`config.mk`:
```
export PLATFORM = sky130hd
export DESIGN_NAME = ram128_arbiter
export DESIGN_NICKNAME = d
export VERILOG_FILES = /design/src/rtl/ram128_arbiter.sv
export SDC_FILE = /design/constraint.sdc
export NUM_CORES = 1
export LEC_CHECK = 0
export CAP_MARGIN = 30
export CORE_ASPECT_RATIO = 0.75
export CORE_MARGIN = 10
export CORE_UTILIZATION = 31
export CTS_CLUSTER_DIAMETER = 80
export DETAILED_ROUTE_END_ITERATION = 16
export GPL_ROUTABILITY_DRIVEN = 0
export PLACE_DENSITY = 0.9
export SLEW_MARGIN = 40
export SYNTH_ARGS = -nofsm -noshare
export SYNTH_HDL_FRONTEND = slang
export SYNTH_SLANG_ARGS = --single-unit
```
`constraint.sdc`:
```
create_clock -name clk_i -period 2.15 [get_ports clk_i]
set_clock_uncertainty 0.2 [all_clocks]
set_input_delay 0.43 -clock clk_i [delete_from_list [all_inputs] [get_ports clk_i]]
set_output_delay 0.43 -clock clk_i [all_outputs]
set_load 0.02 [all_outputs]
```
`src/rtl/ram128_arbiter.sv`:
```
// Two-requester front end for a single-port RAM: zero-fills the array after reset,
// then arbitrates round-robin between two valid/ready ports with a registered read response.
module ram128_arbiter #(
  parameter int unsigned Data_width = 32,
  parameter int unsigned Addr_width = 7,
  parameter bit          Init_en    = 1'b1
) (
  input  logic                  clk_i,
  input  logic                  rst_i,
  input  logic [1:0]            req_valid_i,
  input  logic [1:0]            req_we_i,
  input  logic [Addr_width-1:0] req_addr0_i,
  input  logic [Addr_width-1:0] req_addr1_i,
  input  logic [Data_width-1:0] req_wdata0_i,
  input  logic [Data_width-1:0] req_wdata1_i,
  output logic [1:0]            req_ready_o,
  output logic [1:0]            rsp_valid_o,
  output logic [Data_width-1:0] rsp_rdata_o,
  output logic                  init_done_o,
  output logic                  ram_we_o,
  output logic [Addr_width-1:0] ram_addr_o,
  output logic [Data_width-1:0] ram_d_o,
  input  logic [Data_width-1:0] ram_q_i
);

  typedef enum logic [0:0] {StInit, StRun} state_e;

  localparam state_e                  ResetState = Init_en ? StInit : StRun;
  localparam logic [Addr_width-1:0] LastAddr   = '1;

  state_e                  state_q, state_d;
  logic [Addr_width-1:0]   icnt_q, icnt_d;
  logic                    last_q, last_d;
  logic [1:0]              rsp_valid_q, rsp_valid_d;
  logic [Data_width-1:0]   rsp_rdata_q, rsp_rdata_d;
  logic                    init_done_q, init_done_d;
  logic [1:0]              grant;

  // Tie goes to the port that was not served last.
  always_comb begin
    grant = 2'b00;
    if (state_q == StRun) begin
      case (req_valid_i)
        2'b01:   grant = 2'b01;
        2'b10:   grant = 2'b10;
        2'b11:   grant = last_q ? 2'b01 : 2'b10;
        default: grant = 2'b00;
      endcase
    end
  end

  always_comb begin
    state_d     = state_q;
    icnt_d      = icnt_q;
    last_d      = last_q;
    rsp_valid_d = 2'b00;
    rsp_rdata_d = rsp_rdata_q;
    init_done_d = init_done_q;
    ram_we_o    = 1'b0;
    ram_addr_o  = '0;
    ram_d_o     = '0;

    unique case (state_q)
      StInit: begin
        ram_we_o   = 1'b1;
        ram_addr_o = icnt_q;
        icnt_d     = icnt_q + 1'b1;
        if (icnt_q == LastAddr) begin
          state_d     = StRun;
          init_done_d = 1'b1;
        end
      end
      StRun: begin
        init_done_d = 1'b1;
        if (grant[0]) begin
          ram_we_o   = req_we_i[0];
          ram_addr_o = req_addr0_i;
          ram_d_o    = req_wdata0_i;
          last_d     = 1'b0;
          rsp_valid_d[0] = ~req_we_i[0];
        end else if (grant[1]) begin
          ram_we_o   = req_we_i[1];
          ram_addr_o = req_addr1_i;
          ram_d_o    = req_wdata1_i;
          last_d     = 1'b1;
          rsp_valid_d[1] = ~req_we_i[1];
        end
        if (|rsp_valid_d) begin
          rsp_rdata_d = ram_q_i;
        end
      end
      default: state_d = ResetState;
    endcase
  end

  always_ff @(posedge clk_i or posedge rst_i) begin
    if (rst_i) begin
      state_q     <= ResetState;
      icnt_q      <= '0;
      last_q      <= 1'b1;
      rsp_valid_q <= 2'b00;
      rsp_rdata_q <= '0;
      init_done_q <= 1'b0;
    end else begin
      state_q     <= state_d;
      icnt_q      <= icnt_d;
      last_q      <= last_d;
      rsp_valid_q <= rsp_valid_d;
      rsp_rdata_q <= rsp_rdata_d;
      init_done_q <= init_done_d;
    end
  end

  assign req_ready_o = grant;
  assign rsp_valid_o = rsp_valid_q;
  assign rsp_rdata_o = rsp_rdata_q;
  assign init_done_o = init_done_q;

endmodule

```
==> results.toml, run 1 <==
[run_status]
status = "finished with violations"
violations = "negative setup slack"

[clock_tree]
htreeDepth = 2
cts_buffers = 5
cts_hold_buffers = 0
clockBufferDepth = 2
clkTransAtPathRegs_ps = 80
cts.sinks = 44
root_buffer = "clkbuf_8"
cts_tree = "done"
insertion_delay_ps = 290

[drt]
wl_per_cell_um = 21.04
drc = 0
drtPass1Iterations = 4
viasPerCell = 4.877
wirelength_um = 9954
drtIter0Drc = 161
ant_nets = 0
vias = 2307

[power]
power.density_nw_per_um2 = 362.3
ir_drop_mv = 0.3803
leakagePower_uw = 0.002101
finalPower_uw = 1688

[cells_and_area]
drive_gt1_share_pct = 31.62
insertedDiodeCount = 0
register_area_sq_um = 1102
fin_nets = 505
fill_cells = 501
fin_util_pct = 68.51
areaGrowthSynthToFinish_pct = 114.6
stdcell_count = 473
multi_input_area_sq_um = 1005

[sta]
fmax_ghz = 0.4110
post-route-period-util_pct = 113.2
hold_viol = 0
rsz0062_at_grt = "true"
finalSetupTns_ps = -8775
finalCriticalPeriod_ps = 2433
finalMaxSlewViolations = 0
relSlewSlack_pct = 78.24
tightest_slew_ps = 323.6
postLayoutSetupSlackWorst_ps = -283.1
setup_violations = 41

[placed_design]
post-place-ws_ps = -826.2
post-place-cells = 456
place_hpwl_um = 7840
io_buffers = 192

[synthesis]
synth_top_area_share_pct = 49.57
synth_enable_flop_cells = 0
syn-num-nets = 292
yosysWarnings = 0
yosys.cell_count.top_type = "dfrtp_1"
synth_seq_area_share_pct = 50.78
ys_top_cells_by_area = "dfrtp_1 50%, mux2_2 17%, a22o_1 13%, a22oi_1 2.4%, xnor2_1 2.4%"
netlist_instances = 175
synth_top_area_cell = "dfrtp_1"
synth.distinct_cells = 26
syn_area_sq_um = 2171
synthTopCellsByCount = "43 x dfrtp_1, 32 x a22o_1, 32 x mux2_2, 9 x buf_2, 8 x inv_1"
ys.flop_type = "dfrtp_1"
ys_ff_latch = 44
synth_area_per_cell_sq_um = 12.40
async_flop_share_pct = 100.0

[floorplan]
fp-row-count = 26
io_pins = 193
core-area_sq_um = 6799
die_x_um = 116.6
die_h_um = 92.47
initial_utilization_pct = 31.93
dieArea_sq_um = 10780

[global_route]
overflow = 0
antenna_found_initial = 0
grt_pass1_wl_um = 14400
grt_max_degree = 22
grt_pass1_vias = 2532
grt_use_total_pct = 16.89

[worst_setup_path]
worstPathRequired_ps = 1520
worstPathArrival_ps = 1800
cp-start-kind = "flip-flop"
crit_fanout = 7
crit_type = "reg -> out"
cp-end-kind = "output pin"

[flow_run]
drv_cap = 0

[worst_hold_path]
hold_path_class = "in -> async"
power by group:
group,total [uW],internal (uW),switching (uW)
logic,247,187,59.3
registers,827,827,0
clock network,614,348,267
total,1690,1360,326
kinds of logic (layout without fill, tap and decap cells):
kind of cell / after synthesis / count (layout) / share of synthesized area (%)
AO/OA/AOI/OAI: 50 / 50 / 18.79
XOR/XNOR: 6 / 6 / 2.421
adder cells (fa/ha/maj): 1 / 1 / 0.5763
buffers and inverters: 23 / 237 / 5.533
flip-flops: 44 / 44 / 50.78
multiplexers: 33 / 33 / 17.12
AND/OR/NAND/NOR: 18 / 18 / 4.784
per-layer routing:
metal  vias up  GRT usage [%]  part of all wire (%)
met5         -              0                     0
met4         0          3.901                   1.1
met3        10          6.641                    11
met2       121          31.12                    51
met1      1109          17.60                    37
li1       1067              -                     -
repair_timing:
action / 4_1_cts / 5_1_grt
gates cloned: 4 / 0
gates resized for setup: 252 / 30
setup buffers: 4 / 2
endpoints found under the setup margin: 42 / 42
hold endpoints to repair: 0 / 0
pin swaps: 26 / 13
stage by stage:
| step | area, sq um | hold slack, ps |
|---|---|---|
| 3_5_place_dp | 4308 | 267.0 |
| 6_report | 4658 | 162.4 |
| 2_1_floorplan | 2171 | 258.6 |
| 3_3_place_gp | 4308 | 253.9 |
| 4_1_cts | 4613 | 167.3 |
| 5_1_grt | 4658 | 194.6 |
state kept, by name (all words and copies together), names as in the netlist:
name         cells
init_done_o      1
rsp_rdata_o     32
last_q           1
rsp_valid_o      2
state_q          1
icnt_q           7
worst max-delay path, stage by stage (launching register included):
cell and delay, ps:
dfstp_2 560, nand2b_4 120, and3_4 220, buf_6 110, buf_12 120, buf_6 100
a22o_1 160, buf_6 120
cell usage in the layout (no fill, tap or decap), types with 2 or more instances in the layout:
cell type | synthesis | final
clkdlybuf4s50_1 | 0 | 148
clkbuf_8 | 0 | 5
mux2_2 | 32 | 32
nand3_1 | 3 | 3
buf_4 | 0 | 21
a22oi_2 | 0 | 6
buf_12 | 0 | 5
o21ai_1 | 0 | 6
nor2b_1 | 3 | 3
buf_16 | 0 | 3
nand2_1 | 3 | 3
buf_6 | 3 | 40
dlygate4sd2_1 | 0 | 2
xnor2_1 | 6 | 6
dfrtp_1 | 43 | 43
clkbuf_1 | 3 | 2
a22o_1 | 32 | 31
and3_4 | 0 | 2
and3b_1 | 2 | 2
nor3_1 | 2 | 2
inv_1 | 8 | 7
area by class of cell:
cell class	instances	area share, %
flip-flops and latches	44	23.66
clock inverters	1	0.6446
clock buffers	7	1.638
well taps	84	2.256
multi-input cells	108	21.57
repair buffers	221	49.58
inverters	8	0.6446
final timing paths:
check,from,depth (start not counted),slack (ps),to
min reg2reg,init_done_o,1,290,init_done_o
max reg2reg,last_q,5,210,rsp_rdata_o[5]
max in group asynchronous,rst_i,3,1060,rsp_rdata_o[20]
min,rst_i,2,160,rsp_rdata_o[7]
min in group clk_i,init_done_o,1,290,init_done_o
max,last_q,7,-280,ram_d_o[19]
(Power assumes the default switching activity.)
==> run 2: changes to the inputs <==
--- a/config.mk
+++ b/config.mk
@@ -5,11 +5,11 @@
 export SDC_FILE = /design/constraint.sdc
 export NUM_CORES = 1
 export LEC_CHECK = 0
-export CAP_MARGIN = 30
 export CORE_ASPECT_RATIO = 0.75
 export CORE_MARGIN = 10
 export CORE_UTILIZATION = 31
 export CTS_CLUSTER_DIAMETER = 80
+export CTS_CLUSTER_SIZE = 40
 export DETAILED_ROUTE_END_ITERATION = 16
 export GPL_ROUTABILITY_DRIVEN = 0
 export PLACE_DENSITY = 0.9
==> constraint.sdc (replaced) <==
create_clock -name clk_i -period 2.7 [get_ports clk_i]
set_clock_uncertainty 0.2 [all_clocks]
set_input_delay 0.54 -clock clk_i [delete_from_list [all_inputs] [get_ports clk_i]]
set_output_delay 0.54 -clock clk_i [all_outputs]
set_load 0.02 [all_outputs]
==> run 2 against run 1 <==
  * The run now ends clean
  * Die area is the same
  * Non-clock buffer count is 17 lower
  * Worst setup slack better by 430 ps
  * Cell count down 3.6%
  * First-iteration DRC count down 56%
  * Cell area fell by 7.1%
  * Largest cell class unchanged
  * Highest routed layer unchanged
==> results.toml, run 2 (same netlist as run 1, synthesis figures left out) <==
[cells_and_area]
fin_util_pct = 63.65
fin_nets = 488
mostFrequentLayoutCell = "clkdlybuf4s50_1"
areaGrowthSynthToFinish_pct = 99.37
drive_gt1_share_pct = 26.08
final_cell_mix = "148 x clkdlybuf4s50_1, 43 x dfrtp_1, 32 x mux2_2, 32 x a22o_1, 18 x buf_2"
stdcell_count = 456
largest_reg_flops = 32
insertedDiodeCount = 0

[power]
power.density_nw_per_um2 = 288.2
ir_drop_mv = 0.2771
leakagePower_uw = 0.001942

[floorplan]
die_h_um = 92.47
dieArea_sq_um = 10780
io_pins = 193
die_x_um = 116.6
core-area_sq_um = 6799
initial_utilization_pct = 31.93
fp-row-count = 26

[sta]
rsz0062_at_grt = "false"
relSlewSlack_pct = 78.39
post-route-period-util_pct = 94.43
finalMaxSlewViolations = 0
setup_violations = 0
finalCriticalPeriod_ps = 2550
tightest_slew_ps = 321.3
hold_viol = 0
fmax_ghz = 0.3922
finalSetupTns_ps = 0

[global_route]
grt_pass1_vias = 2446
grt_use_total_pct = 15.81
grt_max_degree = 45
grt_pass1_wl_um = 13490
overflow = 0
antenna_found_initial = 0

[worst_hold_path]
whs_path_depth = 1
hold_path_class = "reg -> reg"
holdPathEnd = "init_done_o"
hold_start = "init_done_o"

[worst_setup_path]
reg2reg_slack_ps = 760
cp-end-kind = "output pin"
cp-start-kind = "flip-flop"
worstSetupStartpoint = "last_q"
crit_type = "reg -> out"
rr_endpoint = "rsp_rdata_o[27]"
r2r_start = "last_q"
worst_r2r_path_depth = 5
worstPathRequired_ps = 1960
worstPathArrival_ps = 1810
crit_fanout = 14

[drt]
ant_nets = 0
wl_per_cell_um = 19.98
drc = 0
drtIter0Drc = 71
drtPass1Iterations = 4
wirelength_um = 9113
viasPerCell = 4.825
vias = 2200

[clock_tree]
cts_buffers = 5
cts_setup_buffers = 0
insertion_delay_ps = 290
cts.sinks = 44
cts_tree = "done"
htreeDepth = 2
root_buffer = "clkbuf_8"
clkTransAtPathRegs_ps = 80
clockBufferDepth = 2

[placed_design]
post-place-cells = 446
place_hpwl_um = 7498
io_buffers = 192

[run_status]
status = "finished clean"

[flow_run]
drv_cap = 0
run 2: layout make-up:
type	count	area (sq um)
clock inverters	1	5.005
flip-flops and latches	44	1102
multi-input cells	108	963.4
clock buffers	7	76.32
fillers	539	2471
well taps	84	105.1
repair buffers	204	2046
inverters	8	30.03
run 2: worst max-delay path by stage:
stage | end | slack [ps] | cells past startpoint
final | ram_addr_o[3] | 150 | 6
after global routing | ram_addr_o[3] | 60 | 6
after CTS | ram_addr_o[5] | -120 | 7
after detailed placement | ram_addr_o[5] | -460 | 7
after global placement | ram_addr_o[2] | -430 | 6
after floorplan | ram_we_o | 490 | 6
run 2: through the flow:
step	setup slack [ps]	hold slack, ps	area, sq um	power, uW
2_1_floorplan	491.5	258.6	2171	684.8
3_3_place_gp	-426.5	253.4	4245	860.7
3_5_place_dp	-456.3	255.3	4245	864.0
4_1_cts	-121.1	275.7	4323	1264
5_1_grt	64.20	292.5	4328	1301
6_report	150.3	275.6	4328	1247
run 2: worst max-delay path, stage by stage, from the launching register on:
cell and delay, ps:
dfstp_2 550, nand2b_1 120, and3_4 220, bufbuf_16 290, a22oi_2 80, o21ai_1 90, buf_4 170
run 2: what timing repair did:
action / 4_1_cts / 5_1_grt
gates resized for setup: 170 / 5
endpoints found under the setup margin: 42 / 38
gates cloned: 2 / 0
hold buffers: 0 / 0
pin swaps: 1 / 0
run 2: per-layer routing:
metal	part of all wire (%)	global-route usage, %	vias up
met5	0	0	-
met3	13	8.833	10
met1	36	15.79	1039
li1	-	-	1036
met4	1.4	4.209	0
met2	49	27.79	115
run 2: where the power goes:
| part | internal [uW] | leakage, uW | switching (uW) |
|---|---|---|---|
| Clock | 182 | 0.0000422 | 216 |
| Sequential | 658 | 0.000597 | 0 |
| Combinational | 149 | 0.00130 | 41.4 |
| Total | 990 | 0.00194 | 257 |
==> run 3: changes to the inputs <==
--- a/config.mk
+++ b/config.mk
@@ -12,7 +12,7 @@
 export CTS_CLUSTER_SIZE = 40
 export DETAILED_ROUTE_END_ITERATION = 16
 export GPL_ROUTABILITY_DRIVEN = 0
-export PLACE_DENSITY = 0.9
+export PLACE_DENSITY = 0.89
 export SLEW_MARGIN = 40
 export SYNTH_ARGS = -nofsm -noshare
 export SYNTH_HDL_FRONTEND = slang
==> run 3 against run 2 <==
  * Count of clock-buffer cells in the layout down 1
  * Critical path depth down 1
  * Cell area down 1.5%
  * Largest cell class unchanged
==> results.toml, run 3 (same netlist as run 1, synthesis figures left out) <==
[run_status]
status = "finished clean"

[sta]
hold_viol = 0
tightest_slew_ps = 506.6
rsz0062_at_grt = "false"
fmax_ghz = 0.3808
finalSetupTns_ps = 0
relSlewSlack_pct = 66.18
finalCriticalPeriod_ps = 2626
setup_violations = 0
post-route-period-util_pct = 97.25
finalMaxSlewViolations = 0

[cells_and_area]
drive_gt1_share_pct = 16.85
areaGrowthSynthToFinish_pct = 96.37
stdcell_count = 452
fin_nets = 484
largest_reg_flops = 32
mostFrequentLayoutCell = "clkdlybuf4s50_1"
final_area_sq_um = 4263
insertedDiodeCount = 0
final_cell_mix = "148 x clkdlybuf4s50_1, 43 x dfrtp_1, 34 x dlygate4sd2_1"

[drt]
viasPerCell = 4.821
drc = 0
wl_per_cell_um = 19.50
ant_nets = 0
wirelength_um = 8815
drtIter0Drc = 71
drtPass1Iterations = 4
vias = 2179

[worst_setup_path]
endpoint = "ram_d_o[21]"
worstSetupStartpoint = "last_q"
crit_fanout = 32
cp-end-kind = "output pin"
rr_endpoint = "rsp_rdata_o[20]"
r2r_start = "last_q"
cp-start-kind = "flip-flop"
worstPathArrival_ps = 1890
crit_type = "reg -> out"
worstPathRequired_ps = 1960
worst_r2r_path_depth = 5
reg2reg_slack_ps = 810

[power]
ir_drop_mv = 0.2465
p_sw_share_pct = 19.08
power.density_nw_per_um2 = 313.7
p_seq_share_pct = 49.2
power.internal_uw = 1082
combPwrFrac_pct = 14.1
leakagePower_uw = 0.002016
p_clk_share_pct = 36.6
p_sw_uw = 255.2

[floorplan]
dieArea_sq_um = 10780
initial_utilization_pct = 31.93
core-area_sq_um = 6799
io_pins = 193
fp-row-count = 26
die_h_um = 92.47
die_x_um = 116.6

[global_route]
antenna_found_initial = 0
grt_max_degree = 33
grt_pass1_wl_um = 12900
grt_use_total_pct = 15.12
grt_pass1_vias = 2393
overflow = 0

[worst_hold_path]
hold_path_class = "reg -> reg"

[clock_tree]
insertion_delay_ps = 290
cts_hold_buffers = 0
cts_buffers = 5
htreeDepth = 2
cts_tree = "done"
clkTransAtPathRegs_ps = 90
cts.sinks = 44
cts_setup_buffers = 0
clockBufferDepth = 2
root_buffer = "clkbuf_8"

[placed_design]
place_hpwl_um = 7518
io_buffers = 192
placed_area_sq_um = 4215
post-place-cells = 444

[flow_run]
drv_cap = 0
-- run 3: stage by stage --
step	worst slack (ps)	total power [uW]	util [%]	hold WS (ps)
after global placement	-430.6	858.6	62.00	255.6
after global routing	0.3013	1396	62.70	304.9
after CTS	22.12	1361	62.94	278.0
after detailed placement	-510.7	863.6	62.00	259.2
after floorplan	491.5	684.8	-	258.6
final	74.19	1337	62.70	275.3
-- run 3: critical path, cell delays in order, from the launching register on --
cell and delay, ps:
dfstp_2 560, nand2b_1 130, and3_4 210, buf_12 180, a22o_1 150, dlygate4sd2_1 360
-- run 3: metal layers --
layer / vias up / wire [um] / track usage [%]
met1: 1038 / 3184 / 15.17
met5: - / 0 / 0
met2: 110 / 4501 / 27.83
li1: 1027 / - / -
met4: 0 / 48 / 2.464
met3: 4 / 1080 / 7.608
-- run 3: worst min-delay path by stage --
stage	from	to	slack, ps	cells after the start
global route	init_done_o	init_done_o	300	1
detailed placement	init_done_o	init_done_o	260	1
finish	init_done_o	init_done_o	280	1
global placement	init_done_o	init_done_o	260	1
floorplan	icnt_q[2]	icnt_q[2]	260	1
CTS	init_done_o	init_done_o	280	1
-- run 3: timing repair --
action / CTS / global route
resized for setup: 52 / 17
endpoints found under the setup margin: 42 / 7
hold endpoints to repair: 0 / 0
-- run 3: cell type report --
class,count,area [sq um]
Tap cell,84,105.1
Clock buffer,6,72.57
Fill cell,569,2536
Inverter,8,30.03
Multi-Input combinational cell,108,959.7
Timing Repair Buffer,200,1958
Sequential cell,44,1102
Clock inverter,2,35.03
-- run 3: power by group through the flow --
stage	Clock, uW	Combinational [uW]	Sequential [uW]
floorplan	0	13.3	671
finish	490	189	658
global placement	0	187	671
CTS	511	192	658
global route	536	202	658
detailed placement	0	192	671
